$ cat src/rtl/voice_scheduler.sv
// voice_scheduler
//   Time-shares one voice engine across NUM_VOICES voices per sample frame.
//   On a frame tick the enable mask is latched, then each index is scanned in
//   turn. Enabled voices are requested from the engine, and the acked samples
//   are summed. At the end of the frame, a one-cycle mix_valid strobe presents
//   the mixed result.
//
//   Optional feature: define VOICE_SCHED_SATURATE_EN to clip the mix to the
//   signed SAMPLE_WIDTH range. Otherwise the mix wraps (low SAMPLE_WIDTH bits).
//
// Ports
//   clk, rst        clock, synchronous active-high reset
//   sample_tick     frame-start strobe
//   voice_enable    per-voice enable mask (latched at frame start)
//   voice_req/idx   request to the shared engine and requested voice index
//   voice_ack       engine acknowledge; voice_sample valid in the same cycle
//   voice_sample    signed engine output
//   mix_out         signed mix of the last completed frame
//   mix_valid       one-cycle strobe marking a new mix_out
//   busy            high whenever the scheduler is not idle
//   overrun         one-cycle pulse when a frame tick was dropped
//   overrun_count   saturating count of dropped ticks
module voice_scheduler #(
    parameter int NUM_VOICES   = 8,
    parameter int SAMPLE_WIDTH = 24
) (
    input  logic                           clk,
    input  logic                           rst,
    input  logic                           sample_tick,
    input  logic [NUM_VOICES-1:0]          voice_enable,
    output logic                           voice_req,
    output logic [$clog2(NUM_VOICES)-1:0]  voice_idx,
    input  logic                           voice_ack,
    input  logic signed [SAMPLE_WIDTH-1:0] voice_sample,
    output logic signed [SAMPLE_WIDTH-1:0] mix_out,
    output logic                           mix_valid,
    output logic                           busy,
    output logic                           overrun,
    output logic [15:0]                    overrun_count
);

    localparam int IDX_W = $clog2(NUM_VOICES);
    localparam int ACC_W = SAMPLE_WIDTH + IDX_W;
    localparam logic [IDX_W-1:0] LAST_IDX = IDX_W'(NUM_VOICES - 1);

    typedef enum logic [1:0] {S_IDLE, S_SCAN, S_REQ, S_DONE} state_t;

    state_t                    state_q, state_d;
    logic [IDX_W-1:0]          idx_q, idx_d;
    logic [NUM_VOICES-1:0]     mask_q, mask_d;
    logic signed [ACC_W-1:0]   acc_q, acc_d;
    logic signed [SAMPLE_WIDTH-1:0] mix_q, mix_d;
    logic                      ovr_q, ovr_d;
    logic [15:0]               ovr_cnt_q, ovr_cnt_d;

    logic signed [ACC_W-1:0]   sample_ext;
    logic signed [ACC_W-1:0]   acc_sum;

`ifdef VOICE_SCHED_SATURATE_EN
    localparam logic signed [ACC_W-1:0] SAT_MAX = {{(IDX_W + 1){1'b0}}, {(SAMPLE_WIDTH - 1){1'b1}}};
    localparam logic signed [ACC_W-1:0] SAT_MIN = {{(IDX_W + 1){1'b1}}, {(SAMPLE_WIDTH - 1){1'b0}}};
`endif

    // Narrow the frame accumulator to the output sample width.
    function automatic logic signed [SAMPLE_WIDTH-1:0] reduce_acc(input logic signed [ACC_W-1:0] a);
`ifdef VOICE_SCHED_SATURATE_EN
        logic signed [ACC_W-1:0] c;
        if (a > SAT_MAX)
            c = SAT_MAX;
        else if (a < SAT_MIN)
            c = SAT_MIN;
        else
            c = a;
        return c[SAMPLE_WIDTH-1:0];
`else
        return a[SAMPLE_WIDTH-1:0];
`endif
    endfunction

    assign sample_ext = {{IDX_W{voice_sample[SAMPLE_WIDTH-1]}}, voice_sample};
    assign acc_sum    = acc_q + sample_ext;

    // State register
    always_ff @(posedge clk) begin
        if (rst) begin
            state_q   <= S_IDLE;
            idx_q     <= '0;
            mask_q    <= '0;
            acc_q     <= '0;
            mix_q     <= '0;
            ovr_q     <= 1'b0;
            ovr_cnt_q <= '0;
        end else begin
            state_q   <= state_d;
            idx_q     <= idx_d;
            mask_q    <= mask_d;
            acc_q     <= acc_d;
            mix_q     <= mix_d;
            ovr_q     <= ovr_d;
            ovr_cnt_q <= ovr_cnt_d;
        end
    end

    // Next-state logic
    always_comb begin
        state_d   = state_q;
        idx_d     = idx_q;
        mask_d    = mask_q;
        acc_d     = acc_q;
        mix_d     = mix_q;
        ovr_d     = 1'b0;
        ovr_cnt_d = ovr_cnt_q;

        case (state_q)
            S_IDLE, S_DONE: begin
                // DONE accepts a coincident tick directly, so back-to-back
                // frames never pass through IDLE.
                if (sample_tick) begin
                    mask_d  = voice_enable;
                    acc_d   = '0;
                    idx_d   = '0;
                    state_d = S_SCAN;
                end else begin
                    state_d = S_IDLE;
                end
            end
            S_SCAN: begin
                if (mask_q[idx_q]) begin
                    state_d = S_REQ;
                end else if (idx_q == LAST_IDX) begin
                    mix_d   = reduce_acc(acc_q);
                    state_d = S_DONE;
                end else begin
                    idx_d = idx_q + IDX_W'(1);
                end
            end
            S_REQ: begin
                if (voice_ack) begin
                    acc_d = acc_sum;
                    if (idx_q == LAST_IDX) begin
                        // Load the mix from the post-add sum so it is valid in DONE.
                        mix_d   = reduce_acc(acc_sum);
                        state_d = S_DONE;
                    end else begin
                        idx_d   = idx_q + IDX_W'(1);
                        state_d = S_SCAN;
                    end
                end
            end
            default: state_d = S_IDLE;
        endcase

        // A tick while a frame is in flight is dropped; the frame continues.
        if (sample_tick && (state_q == S_SCAN || state_q == S_REQ)) begin
            ovr_d = 1'b1;
            if (ovr_cnt_q != 16'hFFFF)
                ovr_cnt_d = ovr_cnt_q + 16'd1;
        end
    end

    // Outputs
    always_comb begin
        voice_req     = (state_q == S_REQ);
        voice_idx     = idx_q;
        mix_valid     = (state_q == S_DONE);
        busy          = (state_q != S_IDLE);
        mix_out       = mix_q;
        overrun       = ovr_q;
        overrun_count = ovr_cnt_q;
    end

endmodule

$ cat config.mk
export PLATFORM = sky130hd
export DESIGN_NAME = voice_scheduler
export DESIGN_NICKNAME = d
export VERILOG_FILES = /design/src/rtl/voice_scheduler.sv
export SDC_FILE = /design/constraint.sdc
export NUM_CORES = 1
export LEC_CHECK = 0
export CAP_MARGIN = 20
export CORE_AREA = 2 2 97 99
export CTS_CLUSTER_DIAMETER = 40
export DETAILED_ROUTE_END_ITERATION = 10
export DIE_AREA = 0 0 99 101
export HOLD_SLACK_MARGIN = 0.1
export PLACE_DENSITY = 0.79
export REMOVE_ABC_BUFFERS = 1
export SLEW_MARGIN = 20
export SYNTH_ARGS = -nofsm -noshare
export SYNTH_HDL_FRONTEND = slang
export SYNTH_SLANG_ARGS = --single-unit
$ cat constraint.sdc
create_clock -name clk -period 3.1 [get_ports clk]
set_clock_uncertainty 0.1 [all_clocks]
set_input_delay 0.62 -clock clk [delete_from_list [all_inputs] [get_ports clk]]
set_output_delay 0.62 -clock clk [all_outputs]
set_load 0.01 [all_outputs]
# Word-level counts from Yosys, hierarchy flattened
# Index checks and enable logic that the tools add are counted.
# Widths: inputs -> output; s select.
[op_classes]
reduce_logical = 13
muxes = 22
eq_ne = 11
n_addsub = 3
magnitude_cmp = 1
[ops]
columns = ["cell", "n"]
rows = [
  ["$mux 24", 4],
  ["$mux 27", 2],
  ["$pmux 27 s2", 1],
  ["$pmux 24 s2", 1],
  ["$add 27x24->27", 1],
  ["$add 16x1->16 const B", 1],
  ["$ne 16x16->1 const B", 1],
  ["$mux 3", 4],
  ["$pmux 3 s3", 1],
  ["$mux 2", 4],
  ["$ne 2x2->1 const B", 3],
  ["$pmux 2 s3", 1],
  ["$reduce_and 2->1", 3],
  ["$reduce_and 3->1", 2],
  ["$reduce_bool 2->1", 3],
  ["$reduce_and 5->1", 1],
  ["$eq 2x2->1 const B", 2],
  ["$lt 3x4->1 const B", 1],
  ["$ne 2x1->1 const B", 2],
  ["$add 3x1->3 const B", 1],
  ["$bmux 1 s3", 1],
  ["$eq 3x3->1 const B", 1],
  ["$mux 1", 3],
  ["$ne 3x3->1 const B", 1],
  ["5 further kinds", 5],
]
[word_totals]
ff_bits = 81
output_inout_bits = 47
elab_cells = 57
in_bits = 36

# Depth between registers and ports, before layout
# Gate-level depths: netlist (run 1).
[depth]
depth_word = 4
ltp_mapped = 10
depth_no_buf = 10

# Worst setup path after synthesis (run 1)
# OpenSTA, ideal clock, no wires.
[synth_path]
path_type = "input to register"
start = "in voice_sample[6]"
end = "reg mix_q[22], in the netlist mix_out[22]"
setup_time_ps = 92
arrival_ps = 2410
path_stages = 8
path_buffers = 0
path_slack_ps = 497
cell_sequence = "ha_1 -> a21oi_1 -> o21ai_1 -> a21o_1 -> o31ai_1 -> a211oi_1 -> a41o_1 -> o32ai_1"
[synth_between]
elab_chain_len = 4
[synth_lines]
columns = ["element", "line_no", "source"]
rows = [
  ["start, declared", "34", "input logic signed [SAMPLE_WIDTH-1:0] voice_sample,"],
  ["$add 27x24->27", "81", "assign acc_sum = acc_q + sample_ext;"],
  ["$mux 24", "140", "if (idx_q == LAST_IDX) begin"],
  ["$mux 24", "138", "if (voice_ack) begin"],
  ["$pmux 24 s2", "114", "case (state_q)"],
  ["end signal, assigned", "98", "mix_q <= mix_d;"],
  ["end, declared", "52", "logic signed [SAMPLE_WIDTH-1:0] mix_q, mix_d;"],
]
# No other way between the ends. The select of a mux whose other input is x is not followed.
# A chain may end at the register's enable or synchronous reset.

# Final worst setup path (run 1)
[layout_path]
start = "in voice_sample[6]"
end = "reg acc_q[18]"
[layout_between]
elab_chain_len = 3
[layout_lines]
columns = ["element", "line_no", "source"]
rows = [
  ["$add 27x24->27", "81", ""],
  ["$mux 27", "138", ""],
  ["$pmux 27 s2", "114", ""],
  ["end signal, assigned", "89", "acc_q <= '0;"],
  ["end signal, assigned", "97", "acc_q <= acc_d;"],
  ["end, declared", "51", "logic signed [ACC_W-1:0] acc_q, acc_d;"],
]
# No other way between the ends. The select of a mux whose other input is x is not followed.

==> flow_metrics.py, run 1 <==
metrics = {
    "outcome": {
        "status": "finished, final reports clean",
    },
    "synth": {
        "syn_inst": 579,
        "yosys.area.top_type_share": 0.3394,
        "yosys_warnings": 0,
        "ys_async_sr_fraction": 0,
        "syn_avg_cell_area_um2": 7.946,
        "synth_area_leaders": "dfxtp_1, ha_1, a21oi_1, nor2_1, nand2_1",
        "ys_ff_latch": 78,
        "synth_edf_count": 0,
        "syn_area_um2": 4601,
        "synth_cell_type_count": 55,
        "yosysTopAreaCell": "dfxtp_1",
        "synth_ff_type": "dfxtp_1",
        "ys_seq_area_frac": 0.3394,
    },
    "pwr": {
        "p_per_area_nw_per_um2": 400.3,
        "power_mw": 2.385,
        "p_leak_nw": 2.308,
        "irDropWorstVdd_mv": 0.2325,
    },
    "setup_path": {
        "cp_max_fo": 6,
        "critical_path.cell_chain": "clkdlybuf4s50_1, ha_1, a21oi_1, o21ai_1, a21o_1, buf_4, o31ai_2, a21oi_1, xnor2_1, o21ai_0",
        "path_class": "input pin to flop",
        "critPathMaxStageDelay_ns": 0.40,
        "crit_path_top_delay_cell": "clkdlybuf4s50_1",
        "crit_buf_inv": 2,
        "cp-start-kind": "input pin",
        "cp.arrival_ns": 3.02,
        "cpLargestDelayFamily": "compound AO/OA/AOI/OAI gates",
        "endpoint_kind": "flop",
        "worstPathRequired_ns": 3.21,
        "cp_common_cell": "a21oi_1",
    },
    "timing": {
        "layout_worst_path_cycle_share": 0.9371,
        "max_freq_mhz": 344.2,
        "max_slew_margin": 0.5456,
        "drv_slew": 0,
        "worst_pin_slew_ns": 0.6775,
        "setup_viol": 0,
        "fin_crit_ns": 2.905,
        "hold_violations": 0,
    },
    "min_path": {
        "hold_path.class": "flop to flop",
    },
    "routing": {
        "dr.pass1.iters": 5,
        "wl_per_cell_um": 15.88,
        "via_count": 4665,
        "ant_nets": 0,
        "drt-initial-drc-count": 187,
        "drc": 0,
        "wl_um": 12760,
        "viasPerCell": 5.809,
    },
    "grt": {
        "grt_max_degree": 40,
        "antenna_found_initial": 0,
        "grt_use_total": 0.2594,
        "overflow": 0,
        "grt_pass1_vias": 4633,
        "grt_pass1_wl_um": 21410,
    },
    "finish": {
        "area_growth_pct": 29.48,
        "drive_gt1_frac": 0.09971,
        "multi_input_area_um2": 2888,
        "fillers": 763,
        "antennaDiodeCount": 0,
        "fin_util": 0.6636,
        "final_cells": 803,
        "finalNetCount": 755,
        "seq_area_um2": 1562,
    },
    "clocking": {
        "ctsResizeCount": 0,
        "cts_tree": "yes",
        "cts.clk_slew.worst_paths_ns": 0.08,
        "clockBufferDepth": 2,
        "cts_buffers": 9,
        "cts_hold_repair.buffers": 0,
        "htreeDepth": 3,
        "cts-root-buf": "clkbuf_8",
        "clock-sinks": 78,
        "post_cts_buffers": 0,
        "worstSkewPairLatency_ns": 0.35,
    },
    "place": {
        "portBuffers": 82,
        "dpl.hpwl_um": 9520,
        "place.gp.congestion": 0.9071,
        "dp_cells": 788,
    },
    "floorplan": {
        "die-area_um2": 9999,
        "die_y_um": 101,
        "fp-row-count": 35,
        "io_pins": 83,
        "core_area_um2": 8977,
        "fp.dieW_um": 99,
        "initial_core_util": 0.5125,
    },
    "job": {
        "drv_cap": 0,
    },
}
## Yosys cell counts, drive strengths merged (4+ instances only)
library cell	number
dfxtp	78
nor2	67
nand2	64
a21oi	60
o21ai	33
ha	30
clkbuf	22
nand3	21
a211oi	18
xnor2	16
inv	14
a21o	12
mux2i	12
xor2	12
nand4	11
nand2b	10
nor3	10
buf	7
o22ai	7
or3	7
nor2b	6
a31oi	4
and3	4
nor3b	4
o211ai	4
o31ai	4
## cells by family after synthesis
| family | synth area share |
|---|---|
| flops | 0.3394 |
| simple gates | 0.2217 |
| mux | 0.04079 |
| compound gates | 0.2222 |
| fa+ha+maj | 0.08594 |
| xor+xnor | 0.05330 |
| buf+inv | 0.03671 |
## worst paths after layout
check	endpoint	depth (start not counted)	from	slack [ns]
setup reg to reg	mix_out[3]	7	voice_idx[0]	0.39
setup / recovery	acc_q[18]	10	voice_sample[6]	0.19
hold reg to reg	mix_out[1]	2	mix_out[1]	0.36
hold / removal	mix_out[1]	2	mix_out[1]	0.36
## sequential cells by signal (all words and copies together), names as in the netlist
register       count
voice_idx          3
mix_out           24
acc_q             24
overrun            1
overrun_count     16
state_q            2
mask_q             8
## per-layer routing
| metal | global-route usage | share of wire | vias to the layer above |
|---|---|---|---|
| met2 | 0.4470 | 0.49 | 115 |
| met1 | 0.3282 | 0.45 | 2229 |
| li1 | - | - | 2300 |
| met5 | 0 | 0 | - |
| met4 | 0.1033 | 0.017 | 0 |
| met3 | 0.03537 | 0.043 | 21 |
## stage by stage
step	setup TNS [ns]	hold slack (ns)	instance area, um2	setup slack [ns]
after CTS	0	0.3669	5942	0.1019
after detailed placement	-2.267	0.3508	5779	-0.2521
after global routing	-0.01104	0.3986	5957	-0.01104
after global placement	-0.9846	0.3455	5779	-0.1226
after floorplan	-0.8036	0.3427	4484	-0.1457
final	0	0.3616	5957	0.1949
## worst min-delay path: cells and delay by family, from the launching register on
family,cells,cell delay [ns]
flops,1,0.32
simple gates,1,0.05
compound gates,1,0.05
## layout make-up
cell class | instances | share of cell area
clock inverter | 5 | 0.005881
inverter | 14 | 0.008822
sequential | 78 | 0.2621
timing repair buffer | 127 | 0.1937
tap | 111 | 0.02331
multi-input combinational | 458 | 0.4848
clock buffer | 10 | 0.02142
## report_power, final
part           leakage [nW]  internal [mW]  switching (mW)
Combinational          1.59          0.270           0.364
Clock                0.0825          0.288           0.382
Sequential            0.630           1.04          0.0396
## cells in the final DEF (no fill, tap or decap), drive strengths merged, types with 11 or more instances in the layout
cell type      count
a21o              12
a21oi             60
buf               46
inv               15
dfxtp             78
nand4             11
a211oi            18
nor2              67
nand2             64
mux2i             12
nand3             21
ha                30
xnor2             16
o21ai             33
xor2              12
clkdlybuf4s50     81
Note: power is estimated with default switching activity, not from simulation.
==> run 2, diff against run 1 <==
--- a/config.mk
+++ b/config.mk
@@ -12,7 +12,6 @@
 export DIE_AREA = 0 0 99 101
 export HOLD_SLACK_MARGIN = 0.1
 export PLACE_DENSITY = 0.79
-export REMOVE_ABC_BUFFERS = 1
 export SLEW_MARGIN = 20
 export SYNTH_ARGS = -nofsm -noshare
 export SYNTH_HDL_FRONTEND = slang
==> run 2 against run 1 <==
Compared with the run above:
- register-to-register slack about the same
- highest routed layer unchanged
- critical path depth unchanged
- total power up 5.9%
- sequential power about the same
==> flow_metrics.py, run 2 (synthesis results as in run 1) <==
metrics = {
    "place": {
        "post-place-ws_ns": -0.3228,
        "dpl.hpwl_um": 9419,
        "placed_area_um2": 5764,
        "place.gp.congestion": 0.9197,
        "portBuffers": 82,
    },
    "floorplan": {
        "core_area_um2": 8977,
        "initial_core_util": 0.5125,
        "io_pins": 83,
        "fp-row-count": 35,
        "die_y_um": 101,
        "fp.dieW_um": 99,
        "die-area_um2": 9999,
    },
    "timing": {
        "setup_viol": 0,
        "hold_violations": 0,
        "hold-worst-slack_ns": 0.3640,
        "worst_pin_slew_ns": 0.8202,
        "fin_ws_ns": 0.03819,
        "drv_slew": 0,
        "rsz0062_at_grt": "no",
        "fin_crit_ns": 3.062,
        "layout_worst_path_cycle_share": 0.9877,
        "max_freq_mhz": 326.6,
        "max_slew_margin": 0.4512,
    },
    "finish": {
        "fin_area_um2": 5981,
        "mostFrequentLayoutCells": "clkdlybuf4s50_1, dfxtp_1, nor2_1",
        "seq_area_um2": 1562,
        "fillers": 764,
        "area_growth_pct": 30.00,
        "drive_gt1_frac": 0.09986,
        "antennaDiodeCount": 0,
        "multi_input_area_um2": 2888,
        "finalNetCount": 753,
        "layout_commonest_cell": "clkdlybuf4s50_1",
    },
    "job": {
        "drv_cap": 0,
    },
    "grt": {
        "overflow": 0,
        "antenna_found_initial": 0,
        "grt_pass1_vias": 4514,
        "grt_max_degree": 62,
        "grt_use_total": 0.2614,
        "grt_pass1_wl_um": 21100,
    },
    "pwr": {
        "clock_power_share": 0.320,
        "switchingPower_uw": 823.3,
        "seq_power_share": 0.429,
        "p_leak_nw": 2.325,
        "p_per_area_nw_per_um2": 422.2,
        "combPwrFrac": 0.252,
        "p_sw_frac": 0.3261,
        "p_int_mw": 1.702,
        "irDropWorstVdd_mv": 0.2537,
    },
    "setup_path": {
        "cp_max_fo": 5,
        "endpoint_kind": "flop",
        "worstPathRequired_ns": 3.25,
        "path_class": "input pin to flop",
        "cp.arrival_ns": 3.22,
        "cp-start-kind": "input pin",
    },
    "clocking": {
        "clock-sinks": 78,
        "post_cts_buffers": 0,
        "cts.clk_slew.worst_paths_ns": 0.09,
        "worstSkewPairLatency_ns": 0.35,
        "cts_tree": "yes",
        "cts_buffers": 9,
        "cts-root-buf": "clkbuf_8",
        "clockBufferDepth": 2,
        "htreeDepth": 3,
    },
    "routing": {
        "drt-initial-drc-count": 225,
        "viasPerCell": 5.839,
        "via_count": 4683,
        "wl_per_cell_um": 15.95,
        "ant_nets": 0,
        "dr.pass1.iters": 5,
        "wl_um": 12800,
        "drc": 0,
    },
    "synth": {
        "synth_fp_nets": 646,
    },
    "min_path": {
        "hold_path.class": "flop to flop",
    },
    "outcome": {
        "status": "finished, final reports clean",
    },
}
==> run 2: area by class of cell <==
type,count,share of cell area
Multi-Input combinational cell,458,0.4828
Sequential cell,78,0.2611
Timing Repair Buffer,125,0.1904
Tap cell,111,0.02322
Clock buffer,9,0.02071
Clock inverter,7,0.01297
Inverter,14,0.008787
==> run 2: routing by layer <==
metal	vias up	track usage	wire length [um]
li1	2314	-	-
met1	2174	0.3396	5638
met2	169	0.4288	6023
met3	26	0.05548	888
met4	0	0.09694	244
met5	-	0	0
==> run 2: power groups by stage <==
stage / clock, mW / combinational, mW / sequential [mW]
global placement: 0 / 0.616 / 1.10
detailed placement: 0 / 0.628 / 1.10
CTS: 0.819 / 0.631 / 1.08
finish: 0.807 / 0.635 / 1.08
floorplan: 0 / 0.386 / 1.10
global route: 0.866 / 0.694 / 1.09
==> run 2: per-stage QoR <==
step / TNS [ns] / std cells / total power, mW / util
floorplan: 0 / 579 / 1.484 / -
CTS: 0 / 802 / 2.532 / 0.6645
finish: 0 / 802 / 2.525 / 0.6662
global placement: -1.066 / 786 / 1.718 / 0.6421
detailed placement: -2.479 / 786 / 1.733 / 0.6421
global route: 0 / 802 / 2.649 / 0.6662
==> run 2: worst paths after layout <==
path / start / endpoint / slack, ns / depth (start not counted)
setup / recovery: voice_sample[6] / mix_out[22] / 0.04 / 10
hold / removal: mix_out[1] / mix_out[1] / 0.36 / 2
setup reg to reg: acc_q[6] / mix_out[22] / 0.39 / 9
hold reg to reg: mix_out[1] / mix_out[1] / 0.36 / 2
==> run 2: repair_timing <==
| action | in CTS | in global routing |
|---|---|---|
| resized for setup | 0 | 4 |
| endpoints found under the setup margin | 0 | 5 |
| hold buffers | 0 | 0 |
==> run 2: worst max-delay path, cell delays in order <==
cell	delay [ns]
clkdlybuf4s50_1	0.41
ha_1	0.35
a21oi_1	0.24
o21ai_1	0.14
buf_4	0.17
a21o_1	0.23
o31ai_2	0.39
a211oi_1	0.14
a41o_1	0.22
o32ai_1	0.29
==> RTL edit (flow settings as in run 2) <==
Re-encode `state_t` (4 states) as Gray code, 2 bits wide.
--- a/src/rtl/voice_scheduler.sv
+++ b/src/rtl/voice_scheduler.sv
@@ -43,7 +43,7 @@
     localparam int ACC_W = SAMPLE_WIDTH + IDX_W;
     localparam logic [IDX_W-1:0] LAST_IDX = IDX_W'(NUM_VOICES - 1);
 
-    typedef enum logic [1:0] {S_IDLE, S_SCAN, S_REQ, S_DONE} state_t;
+    typedef enum logic [1:0] {S_IDLE = 2'b00, S_SCAN = 2'b01, S_REQ = 2'b11, S_DONE = 2'b10} state_t;
 
     state_t                    state_q, state_d;
     logic [IDX_W-1:0]          idx_q, idx_d;
Function: same outputs for any inputs over 10 cycles, from zero or initial values and one cycle with rst high; not proved beyond that.
==> RTL edit against run 2 <==
- final area about the same
- sequential cell count unchanged
- core utilization barely moved
- wire length is 5.0% lower
- via count shrank 3.5%
- synthesized area grew 2.4%
- sequential share of layout area about the same
- register-to-register slack worse by 0.12 ns
- setup slack improved by 0.047 ns
- die area did not move
Power is not compared: it rests on default switching activity, and its combinational part moved more than twofold at a synthesized area within 25%.
==> RTL edit: results (changes against run 2) <==
| Metric | Value |
|---|---|
| Outcome | finished clean (unchanged) |
| Buffering overhead | 17.9% (was 19.0%) |
| Worst hold start | mask_q[7] (was mix_out[1]) |
| Initial DRC count | 216 (was 225) |
| Routability congestion estimate | 0.898 (was 0.920) |
| Clock network area share | 3.41% (was 3.37%) |
| CP startpoint | voice_sample[4] (was voice_sample[6]) |
| WP data arrival | 3.16 ns (was 3.22 ns) |
| Fraction of area in multi-input gates | 49.2% (was 48.3%) |
| Area contributors post-synth | dfxtp_1 (33%), ha_1 (6.9%), nand2_1 (6.8%), a21oi_1 (5.9%), nor2_1 (5.8%) (was dfxtp_1 (34%), ha_1 (8.2%), a21oi_1 (6.5%), nor2_1 (5.5%), nand2_1 (5.2%)) |
| Drt wl/cell | 15.3 µm (was 16.0 µm) |
| R2r endpoint | mix_out[21] (was mix_out[22]) |
| Met2 Track Usage GR | 41.2% (was 42.9%) |
| Critical Path End | acc_q[23] (was mix_out[22]) |
| Normalized max-slew margin | 59.0% (was 45.1%) |
| First-pass GRT wire length | 20.0 mm (was 21.1 mm) |
| Post-synth cell types | 65 (was 55) |
| Worst r2r src | voice_idx[0] (was acc_q[6]) |
| Hold endpoint | mask_q[7] (was mix_out[1]) |
| Mapped Cells | 584 (was 579) |
| Detailed placement HPWL | 9.05 mm (was 9.42 mm) |
| Syn Nets | 647 (was 646) |
| Comb_multi_in | 458 (unchanged) |
| Non-clock inverters | 17 (was 14) |
| Clock transition at the registers of the reported paths | 0.08 ns |
| GR Util All Layers | 24.5% (was 26.1%) |
| Share of layout cells above drive strength 1 | 11.8% (was 9.99%) |
| Register area share after synthesis | 33.1% (was 33.9%) |
| Largest net degree at the start of global routing | 43 (was 62) |
| Met2 wire len | 5.80 mm (was 6.02 mm) |
| Placed cells | 780 (was 786) |
| P_leak | 2.26 nW |
| Largest stage delay, worst path | 0.43 ns (was 0.41 ns) |
| Filler Cells Inserted | 770 (was 764) |
| Routing usage on met1 | 32.1% (was 34.0%) |
| Non-Clock Buffer Count | 116 (was 125) |
| Vias/cell | 5.68 (was 5.84) |
| Final wirelength | 12.2 mm (was 12.8 mm) |
| WHS | 0.355 ns (was 0.364 ns) |
| WL met3 | 734 µm (was 888 µm) |
| FF-to-FF setup slack | 0.27 ns (was 0.39 ns) |
| Vias in the first global route | 4253 (was 4514) |
| Crit-path slowest cell | o32ai_1 (was clkdlybuf4s50_1) |
| R2R depth | 7 (was 9) |
| Final nets | 743 (was 753) |
-- RTL edit: cells by family after synthesis --
kind of cell    count (synthesis)  share of synthesized area, %
compound gates                153                          22.7
xor+xnor                       34                          6.32
fa+ha+maj                      27                          7.33
buf+inv                        48                          4.91
flops                          78                          33.1
mux                            10                          2.89
simple gates                  234                          22.8
-- RTL edit: stage by stage --
| step | util, % | total power, mW | setup WS, ns | area, µm² |
|---|---|---|---|---|
| 2_1_floorplan | - | 1.19 | 0.264 | 4710 |
| 6_report | 66.6 | 2.10 | 0.0856 | 5980 |
| 3_5_place_dp | 64.1 | 1.31 | -0.280 | 5750 |
| 3_3_place_gp | 64.1 | 1.30 | -0.218 | 5750 |
| 4_1_cts | 66.4 | 2.10 | 0.0912 | 5960 |
| 5_1_grt | 66.6 | 2.18 | 0.00644 | 5980 |
-- RTL edit: tightest hold or removal path: cells and delay by family, from the launching register on --
kind               cells  cell delay (ns)
AOI/OAI and AO/OA      1             0.05
DFF                    1             0.32
and+or+nand+nor        1             0.05
